### config.mk
export PLATFORM = sky130hd
export DESIGN_NAME = pc_redirect_ctrl
export DESIGN_NICKNAME = d
export VERILOG_FILES = /design/src/rtl/pc_redirect_ctrl.sv
export SDC_FILE = /design/constraint.sdc
export NUM_CORES = 1
export LEC_CHECK = 0
export CAP_MARGIN = 20
export CORE_MARGIN = 2
export CORE_UTILIZATION = 35
export DETAILED_ROUTE_END_ITERATION = 8
export GPL_TIMING_DRIVEN = 0
export PLACE_DENSITY_LB_ADDON = 0.25
export SETUP_SLACK_MARGIN = 0.4
export SLEW_MARGIN = 20
export SYNTH_ARGS = -nofsm -noshare
export SYNTH_HDL_FRONTEND = slang
export SYNTH_SLANG_ARGS = --single-unit
### constraint.sdc
create_clock -name clk -period 3.4 [get_ports clk]
set_clock_uncertainty 0.1 [all_clocks]
set_input_delay 0.85 -clock clk [delete_from_list [all_inputs] [get_ports clk]]
set_output_delay 0.85 -clock clk [all_outputs]
set_load 0.05 [all_outputs]
### src/rtl/pc_redirect_ctrl.sv
// pc_redirect_ctrl: fetch PC owner with EX redirect, load-use hold, halt/resume FSM and statistics counters
module pc_redirect_ctrl #(
    parameter logic [31:0] RESET_PC = 32'd0,
    parameter int          CNT_W    = 32
) (
    input  logic             clk,
    input  logic             rst,
    input  logic             halt,
    input  logic             go,
    input  logic             load_use_stall,
    input  logic             redirect_valid,
    input  logic             redirect_is_branch,
    input  logic [31:0]      redirect_pc,
    output logic [31:0]      pc,
    output logic             if_valid,
    output logic             stall_pc,
    output logic             flush_ifid,
    output logic             flush_idex,
    output logic             halted,
    output logic [CNT_W-1:0] cnt_cycles,
    output logic [CNT_W-1:0] cnt_branch,
    output logic [CNT_W-1:0] cnt_jump,
    output logic [CNT_W-1:0] cnt_stall
);
    typedef enum logic {RUN, HALTED} state_t;
    state_t      state, state_nx;
    logic [31:0] pc_nx;
    logic        run, do_redirect, do_stall;
    assign halted = state == HALTED;
    always_comb begin
        run         = state == RUN;
        do_redirect = run && !halt && redirect_valid;
        do_stall    = run && !halt && !redirect_valid && load_use_stall;
        state_nx    = run ? (halt ? HALTED : RUN) : (go ? RUN : HALTED);
        pc_nx       = do_redirect ? redirect_pc :
                      (!run || halt || do_stall) ? pc : pc + 32'd1;
        if_valid    = !rst && run;
        stall_pc    = !rst && (!run || do_stall);
        flush_ifid  = !rst && do_redirect;
        flush_idex  = !rst && do_redirect;
    end
    always_ff @(posedge clk) begin
        if (rst) begin
            state      <= RUN;
            pc         <= RESET_PC;
            cnt_cycles <= '0;
            cnt_branch <= '0;
            cnt_jump   <= '0;
            cnt_stall  <= '0;
        end else begin
            state <= state_nx;
            pc    <= pc_nx;
            if (run)
                cnt_cycles <= cnt_cycles + 1'b1;
            if (do_redirect && redirect_is_branch)
                cnt_branch <= cnt_branch + 1'b1;
            if (do_redirect && !redirect_is_branch)
                cnt_jump <= cnt_jump + 1'b1;
            if (do_stall)
                cnt_stall <= cnt_stall + 1'b1;
        end
    end
endmodule

==> impl_results.md <==
- Via density: 5.177
- Vias post-DR: 7465
- CTS H-tree lvls: 4
- Final setup fails: 0
- Top-Level Pins: ~200
- Worst R2R End: cnt_stall[31]$_SDFFE_PP0P_
- Largest net degree at the start of global routing: 17
- Outcome: complete, no violations
- Inst Count DP: 1407
- Synthesized area: 7697 um2
- Initial antenna violation count: 0
- Most frequent cell after synthesis: nor2_1
- Mux contribution to synthesized area: 0.005364
- Core area: 21690 um2
- Main combinational cell family by area after synthesis: simple AND/OR/NAND/NOR gates
- Combinational power share: 0.096
- Dominant cell type by area after synthesis: dfxtp_1
- CTS Buf Count: 17
- Highest Signal Layer: met4
- GRT Resource Usage Total: 0.1918
- Routed Antenna Nets: 0
- Maximum vdd drop: ~0.00032 V
- Hold path startpoint: cnt_stall[31]$_SDFFE_PP0P_
- Routed length on met2: 10.30 mm
- Routability cong.: about 0.9
- CP Launch Type: input port
- Final worst path period share: 0.8783
- EDFF count, synth: 0
- Setup tns final: 0 ps
- Ant diodes: 0
- Synth Area in Compound Gates: 0.09834
- Area Overhead vs Synth: 40.67%
- Crit-path max cell delay: roughly 370 ps
- Layout fillers: 2081
- Metal-1 WL: 10.31 mm
- Critical-path maximum fanout: 8
- Final-report hold violation count: 0
- Worst slew pin tran: approximately 1100 ps
- Share of cells above drive strength 1: 0.06110
- Depth of the most critical reg-to-reg path: 7
- Maximum clock rate: 334.9 MHz
- Clock Sinks: around 160
- Adder-Cell Fraction of Synth Area: 0.008127
- Slew headroom: 0.2760
- Wire per inst: 15.59 um
- Pleak: about 3.7 nW
- Max Cap Viol: 0
- Initial Utilization: 0.3549
- Post-synth top area share: 0.4187
- Sw Ratio: 0.2637
- Met3 Wirelength: 1.466 mm
- Slew Viols, Final: 0
- Minimum clock period: 2986 ps
- Hold Path Sink: cnt_stall[31]$_SDFFE_PP0P_
- Crit Path Category: in -> out
- Tot Pwr: 0.004352 W
- CP Cell Sequence: buf_6 > or3b_4 > clkbuf_16 > clkbuf_16 > nor2_4 > buf_6 > buf_8
- Total global routing overflow: 0
- Top cells by count, synth: nor2_1 (167), dfxtp_1 (161), xor2_1 (75), nand2_1 (71), nand4_1 (52)
- Clock network power share: 0.455
- Worst-Skew Late Latency: 420 ps
- Setup WS post-layout: 413.9 ps
- Layout Cells excl Fill: 1442
- Cells on Worst Hold Path: 2
- Int Pwr: 0.003204 W
- Die Y-Extent: 152.3 um
- Seq/Total Area, Yosys: 0.4187
- 1st-iter DRT viols: roughly 320
- Critical path required time: 2450 ps
- Mapped Cells: slightly above 900
- Ys async rst share: 0
- PwrDens: roughly 400 nW/um2
- Sequential power share: 0.449
- Die Area: 23200 um2
- NetSw: 0.001148 W
- Post-Synth XOR/XNOR Area: 0.1252
- Clock tree root driver cell: clkbuf_16
- Synth area leaders: dfxtp_1 (42%), xor2_1 (8.5%), nor2_1 (8.1%)
- RSZ-0062 raised after global routing: yes
- Post-place setup slack: -1524 ps
- Vias in the first global route: between 6000 and 7000
- Standard-cell rows: 54
- Slowest CP cell: or3b_4
- Element type at the critical path end: output pin
- Syn avg cell area: 8.321 um2
- Worst-path clk slew: 70 ps
- Maximum root-to-sink buffer count: 2
- HPWL Detailed: approximately 17 mm
- FF-to-FF setup slack: 740 ps
- Post-synthesis simple-gate area fraction: 0.3119
- Nets@finish: between 1000 and 1500
- Remaining DRCs: 0
- Post-Syn Nets: 969
- Sequential Area: 3223 um2
- Top FF cell, synth: dfxtp_1
- Ys Warns: 0
- DR pass1 iterations: 5
- CTS tree: yes
- Number of port buffers: 201
- Post-Route WL: 22.48 mm
- Die width: 152.3 um
- Seq cells post-synth: between 150 and 200
- Worst reg2reg path startpoint: halted$_SDFF_PP0_
- Type of the worst min-delay path: reg -> reg
- Library cells used by synthesis: 63
- Area of the multi-input gates: about 4300 um2
- Crit path DAT: 2040 ps
- First-pass GRT wire length: around 37 mm
[metrics by stage]
stage                     instance area (um2)  utilization  hold WS [ps]
after floorplan                          7737            -         597.8
after global placement                  10100       0.4657         378.6
after detailed placement                10110       0.4662         388.7
after CTS                               10810       0.4986         400.7
after global routing                    10830       0.4993         418.5
final                                   10830       0.4993         399.9
[worst max path at each step]
| stage | start | endpoint | slack, ps | cells after the start |
|---|---|---|---|---|
| after detailed placement | rst | stall_pc | -1520 | 6 |
| after global placement | rst | flush_ifid | -1530 | 7 |
| final | halt | flush_ifid | 410 | 7 |
| after floorplan | halt | flush_ifid | 310 | 6 |
| after CTS | rst | flush_ifid | 410 | 7 |
| after global routing | halt | flush_ifid | 390 | 7 |
[cells in the final DEF (no fill, tap or decap), types with 4 or more instances in the layout]
master / instances
clkdlybuf4s50_1: 195
nor2_1: 165
dfxtp_1: 161
xor2_1: 75
nand2_1: 71
nand4_1: 52
nand3_1: 50
xnor2_1: 35
clkbuf_1: 31
o21ai_0: 31
nor3_1: 23
a21oi_1: 22
clkbuf_16: 21
and4_1: 20
and3_1: 20
a211oi_1: 17
inv_1: 14
or3_1: 14
nor4_1: 13
and2_1: 9
o211a_1: 7
or4_1: 6
a311oi_1: 6
buf_6: 5
buf_2: 5
o21bai_1: 5
ha_1: 5
buf_4: 5
o211ai_1: 4
clkinv_4: 4
[metal layers]
metal,global-route usage,vias up
met3,0.04551,25
li1,-,3738
met2,0.3003,244
met5,0,-
met1,0.2635,3458
met4,0.05607,0
[state kept, by name, summed over array words and instances, names as in the netlist]
| name | flops |
|---|---|
| pc | 32 |
| cnt_jump | 32 |
| cnt_stall | 32 |
| cnt_cycles | 32 |
| halted | 1 |
| cnt_branch | 32 |
[final cells by class]
type	count	area share
clock buffer	18	0.04056
sequential	161	0.2977
inverter	15	0.005315
multi-input combinational	704	0.3927
tap	280	0.03235
buffer	45	0.02773
timing repair buffer	205	0.1880
clock inverter	14	0.01572
[worst max-delay path: cells and delay by family]
kind / cells / cell delay (ps)
simple gates: 2 / 520
buf+inv: 5 / 650
[power groups by stage]
stage          sequential (W)  combinational (W)  clock [W]
2_1_floorplan         0.00208           0.000149          0
4_1_cts               0.00195           0.000418    0.00203
6_report              0.00195           0.000418    0.00198
5_1_grt               0.00196           0.000445    0.00212
3_3_place_gp          0.00199           0.000403          0
3_5_place_dp          0.00199           0.000405          0
[timing repair]
item                                    in CTS  in global routing
hold buffers                                 0                  0
pin swaps                                    1                  1
cloned                                       0                  0
gates resized for setup                     46                  8
setup buffers                                3                  0
endpoints found under the setup margin      30                 19
[kinds of logic (layout without fill, tap and decap cells)]
family | count (synthesis) | after routing
AOI/OAI and AO/OA | 114 | 114
xor gates and xnor gates | 110 | 110
adders and majority gates | 5 | 5
buffers and inverters | 60 | 297
DFF | 161 | 161
muxes | 4 | 4
and+or+nand+nor | 471 | 471
(Power assumes the default switching activity.)
